[config.mk]
export PLATFORM = sky130hd
export DESIGN_NAME = ddr_pattern_gen
export DESIGN_NICKNAME = d
export VERILOG_FILES = /design/src/rtl/ddr_test_pkg.sv /design/src/rtl/ddr_pattern_gen.sv
export SDC_FILE = /design/constraint.sdc
export NUM_CORES = 1
export LEC_CHECK = 0
export ABC_AREA = 1
export ABC_CLOCK_PERIOD_IN_PS = 2100
export BUFFER_PORTS_ARGS = -buffer_cell sky130_fd_sc_hd__buf_2
export CORE_AREA = 3 3 119 121
export DETAILED_ROUTE_END_ITERATION = 12
export DIE_AREA = 0 0 122 124
export PLACE_DENSITY = 0.74
export REMOVE_ABC_BUFFERS = 1
export SLEW_MARGIN = 5
export SYNTH_ARGS = -nofsm -noshare
export SYNTH_HDL_FRONTEND = slang
export SYNTH_SLANG_ARGS = --single-unit
[constraint.sdc]
create_clock -name clk -period 2.1 [get_ports clk]
set_clock_uncertainty 0.15 [all_clocks]
set_input_delay 0.42 -clock clk [delete_from_list [all_inputs] [get_ports clk]]
set_output_delay 0.42 -clock clk [all_outputs]
set_load 0.005 [all_outputs]
[src/rtl/ddr_test_pkg.sv]
// Shared pattern-mode encodings, FSM states and LFSR definition for the DDR pattern checker.
package ddr_test_pkg;

  typedef enum logic [1:0] {
    MODE_LFSR    = 2'd0,
    MODE_WALK1   = 2'd1,
    MODE_ADDR    = 2'd2,
    MODE_CHECKER = 2'd3
  } pat_mode_e;

  typedef enum logic [1:0] {
    ST_IDLE = 2'd0,
    ST_RUN  = 2'd1,
    ST_DONE = 2'd2
  } chk_state_e;

  // x^32 + x^22 + x^2 + x + 1, feedback taps below the x^32 term
  localparam logic [31:0] LFSR_POLY         = 32'h0040_0007;
  localparam logic [31:0] LFSR_DEFAULT_SEED = 32'h0000_0001;

  function automatic logic [31:0] lfsr_next(input logic [31:0] s);
    return {s[30:0], 1'b0} ^ (s[31] ? LFSR_POLY : '0);
  endfunction

endpackage

[src/rtl/ddr_pattern_gen.sv]
// Expected-word generator: LFSR state plus combinational pattern for the current beat index.
module ddr_pattern_gen
  import ddr_test_pkg::*;
#(
  parameter int DATA_WIDTH = 256
) (
  input  logic                  clk,
  input  logic                  rst_n,
  input  logic                  load,
  input  pat_mode_e             mode,
  input  logic [31:0]           seed,
  input  logic [15:0]           beat,
  input  logic                  advance,
  output logic [DATA_WIDTH-1:0] expected
);

  logic [31:0] lfsr_q, lfsr_d;
  int unsigned walk_pos;

  // An all-zero seed would lock the LFSR, so it is replaced by the default seed.
  always_comb begin
    lfsr_d = lfsr_q;
    if (load)         lfsr_d = (seed == '0) ? LFSR_DEFAULT_SEED : seed;
    else if (advance) lfsr_d = lfsr_next(lfsr_q);
  end

  always_ff @(posedge clk or negedge rst_n) begin
    if (!rst_n) lfsr_q <= LFSR_DEFAULT_SEED;
    else        lfsr_q <= lfsr_d;
  end

  always_comb begin
    expected = '0;
    walk_pos = 32'(beat) % DATA_WIDTH;
    unique case (mode)
      MODE_LFSR:
        for (int unsigned k = 0; k < DATA_WIDTH / 32; k++)
          expected[k*32 +: 32] = lfsr_q ^ {4{k[7:0]}};
      MODE_WALK1:
        for (int unsigned i = 0; i < DATA_WIDTH; i++)
          expected[i] = (i == walk_pos);
      MODE_ADDR:
        for (int unsigned k = 0; k < DATA_WIDTH / 16; k++)
          expected[k*16 +: 16] = beat;
      MODE_CHECKER:
        expected = {(DATA_WIDTH/8){beat[0] ? 8'hAA : 8'h55}};
      default: expected = '0;
    endcase
  end

endmodule

==> flow_summary.yaml <==
worst_setup_path:
  worst-endpoint-required_ps: 1530
  timing_worst_setup_path_type: "input pin to output pin"
  timing.critical_path.max_delay_family: "buffers and inverters"
  worst_path_most_repeated_cell: "buf_2"
  worst-path-max-fanout: 6
  timing.critical_path.arrival_ps: 1630
  cpMaxStageDelayCell: "o211ai_1"
  path_buf_inv: 6
  critPathMaxStageDelay_ps: 200
  critPathLaunchType: "input pin"
  worstPathCellList: "buf_2, inv_1, buf_4, nand2_1, inv_2, nand4_1, buf_6, o211ai_1, buf_2"
  cp-end-kind: "output pin"
synthesis:
  ys_async_sr_fraction_pct: 100
  synthCells: 818
  yosys_warnings: 0
  post_synth_num_cell_types: 25
  synth.avg_cell_area_sq_um: 5.95
  ys_ff_latch: 32
  yosys_most_used_dff: "dfrtp_1"
  synth-seq-area-share_pct: 16.5
  netlist_area_sq_um: 4860
  synth_top_area_share_pct: 24.7
  yosys-top-cells-area: "o211ai_1, nand3_1, dfrtp_1"
  synth_edf_count: 0
  synth_largest_area_cell: "o211ai_1"
floorplanning:
  core_region_area_sq_um: 13200
  num_rows: 42
  die_x_microns: 122
  initial_core_util_pct: 36.9
  die_height_microns: 124
  die_area_sq_um: 15100
  number_of_ports_placed_on_the_die_boundary: 310
cts:
  tritoncts: "built"
  clkSinkCount: 32
  cts_buffer_depth: 2
  clkTransAtPathRegs_ps: 50
  holdBufCountCts: 0
  numCtsBuffers: 5
  clkLatencyLatePin_ps: 280
  cts.root.buffer_cell: "clkbuf_16"
  htreeDepth: 2
sta:
  hold_slack_ps: 43.0
  timing.final.max_slew_violations: 0
  layout_min_cycle_time_ps: 2200
  number_of_setup_violations_in_the_final_report: 122
  max_clock_freq_ghz: 0.454
  tns_ps: -4330
  worst_pin_slew_ps: 706
  maxSlewHeadroom_pct: 52.9
  timing_hold_violations_final: 0
  post-route-worst-setup-slack_ps: -102
  grt_setup_unrepaired: "yes"
  layout_worst_path_cycle_share_pct: 105
power:
  p_seq_share_pct: 22.9
  powerDensity_nw_per_um2: 407
  power_report.internal_total_mw: 2.01
  ir_drop_uv: 517
  p_sw_mw: 1.39
  leakage_nw: 4.26
  clock_power_share_pct: 21.4
  power_frac_comb_pct: 55.7
  power_switching_share_pct: 40.8
final_layout:
  final_layout_size_suffix_gt1_share_pct: 46.5
  final_net_count: 1257
  core_utilization_of_the_finished_layout_pct: 63.3
  synthToLayoutAreaGrowth_pct: 71.6
  flip_flop_count_of_the_largest_register_after_layout: 32
  seqCellArea_sq_um: 802
  layout.filler_cells: 1255
  largestRegisters: "lfsr_q: 32 flops"
  antenna_cells: 0
  multiInputGateArea_sq_um: 3810
  largest_register_by_flop_count: "lfsr_q"
  final_area_sq_um: 8350
grt:
  residual_overflow_from_global_routing: 0
  grt_pass1_vias: 6974
  grt.total_usage_pct: 34.4
  pin_count_of_the_biggest_net_entering_global_routing: 84
  grt_antenna_before_repair: 0
  grt_pass1_wl_microns: 40100
drt:
  wl_met3_microns: 3720
  vias_per_cell: 6.09
  drc_errors: 0
  topRoutingLayerUsed: "met4"
  drtPass1Iterations: 6
  m1WireLength_microns: 11100
  ant_nets: 0
  drt-wirelength-per-cell_microns: 20.6
  met2_length_microns: 12600
  postRouteWirelength_microns: 28400
  drt_iter0_drc: 1386
  dr_total_vias: 8402
run_status:
  violations_in_the_final_reports: "negative setup slack"
  run_status: "finished, violations left"
placement:
  detailed_place.area_sq_um: 7510
  pre_cts_ws_ps: -184
  buffer_ports.inserted: 309
  post-dp-hpwl_microns: 21700
  finalWeightedCongestion: 0.960
job:
  max_cap_violations: 0
hold_path:
  holdCritPathClass: "input pin to asynchronous set/reset pin"
-- synthesized netlist by cell type (2+ instances only) --
master	number
nor2_2	5
inv_2	3
o211ai_1	160
nand3_2	2
clkbuf_1	27
nor3_2	3
a22oi_1	10
a31oi_1	3
nand2_1	143
a21oi_1	23
nor3_1	2
inv_1	68
dfrtp_1	31
nor2_1	60
buf_2	26
nand3_1	194
buf_1	2
buf_6	2
buf_4	10
o21ai_0	39
-- per-layer routing --
metal,up-vias,GRT usage [%]
met2,688,54.4
met3,115,8.22
li1,3728,-
met4,0,10.9
met1,3871,46.3
met5,-,0
-- cell families after synthesis --
group	share of synthesized area [%]
AND/OR/NAND/NOR	38.0
flip-flops	16.5
buffers and inverters	12.5
AO/OA/AOI/OAI	33.0
-- path summary, 6_finish.rpt --
path	startpoint	depth (start not counted)	slack, ps	endpoint
max reg2reg	lfsr_q[31]	4	920	lfsr_q[0]
max in group asynchronous	rst_n	1	1300	lfsr_q[9]
min reg2reg	lfsr_q[0]	2	360	lfsr_q[0]
min in group clk	seed[13]	3	240	lfsr_q[13]
min	rst_n	1	40	lfsr_q[1]
max	beat[3]	9	-100	expected[180]
-- metrics by stage --
stage | instances | power, mW
floorplan | 750 | 1.48
global placement | 1358 | 2.48
detailed placement | 1358 | 2.49
CTS | 1372 | 3.29
global route | 1380 | 3.58
finish | 1380 | 3.40
-- final cells by class --
cell class,count,area share (%)
clock buffers,8,1.75
repair buffers,445,36.9
multi-input cells,647,45.7
flip-flops and latches,32,9.61
well taps,176,2.64
inverters,71,3.28
repair inverters,1,0.0899
-- layout by cell type (no fill, tap or decap), types with 21 or more instances in the layout --
cell type  Yosys  routed
buf_2         26     306
nand3_1      194     188
o211ai_1     160     160
nand2_1      143      94
buf_4         10      75
inv_1         68      47
nor2_1        60      47
nand2_2        1      40
o21ai_0       39      35
buf_6          2      35
dfrtp_1       31      31
buf_12         0      24
a21oi_1       23      23
inv_2          3      21
-- power groups by stage --
stage                     sequential [mW]  combinational (mW)  clock (mW)
after floorplan                     0.737               0.739           0
after global placement              0.769                1.71           0
after detailed placement            0.769                1.72           0
after CTS                           0.770                1.80       0.727
after global routing                0.786                2.04       0.763
final                               0.778                1.89       0.729
-- timing repair --
item | CTS | global route
pin swaps | 18 | 25
gates cloned | 4 | 4
buffers inserted | 4 | 4
endpoints found under the setup margin | 253 | 253
resized for setup | 83 | 97
(Power assumes the default switching activity.)
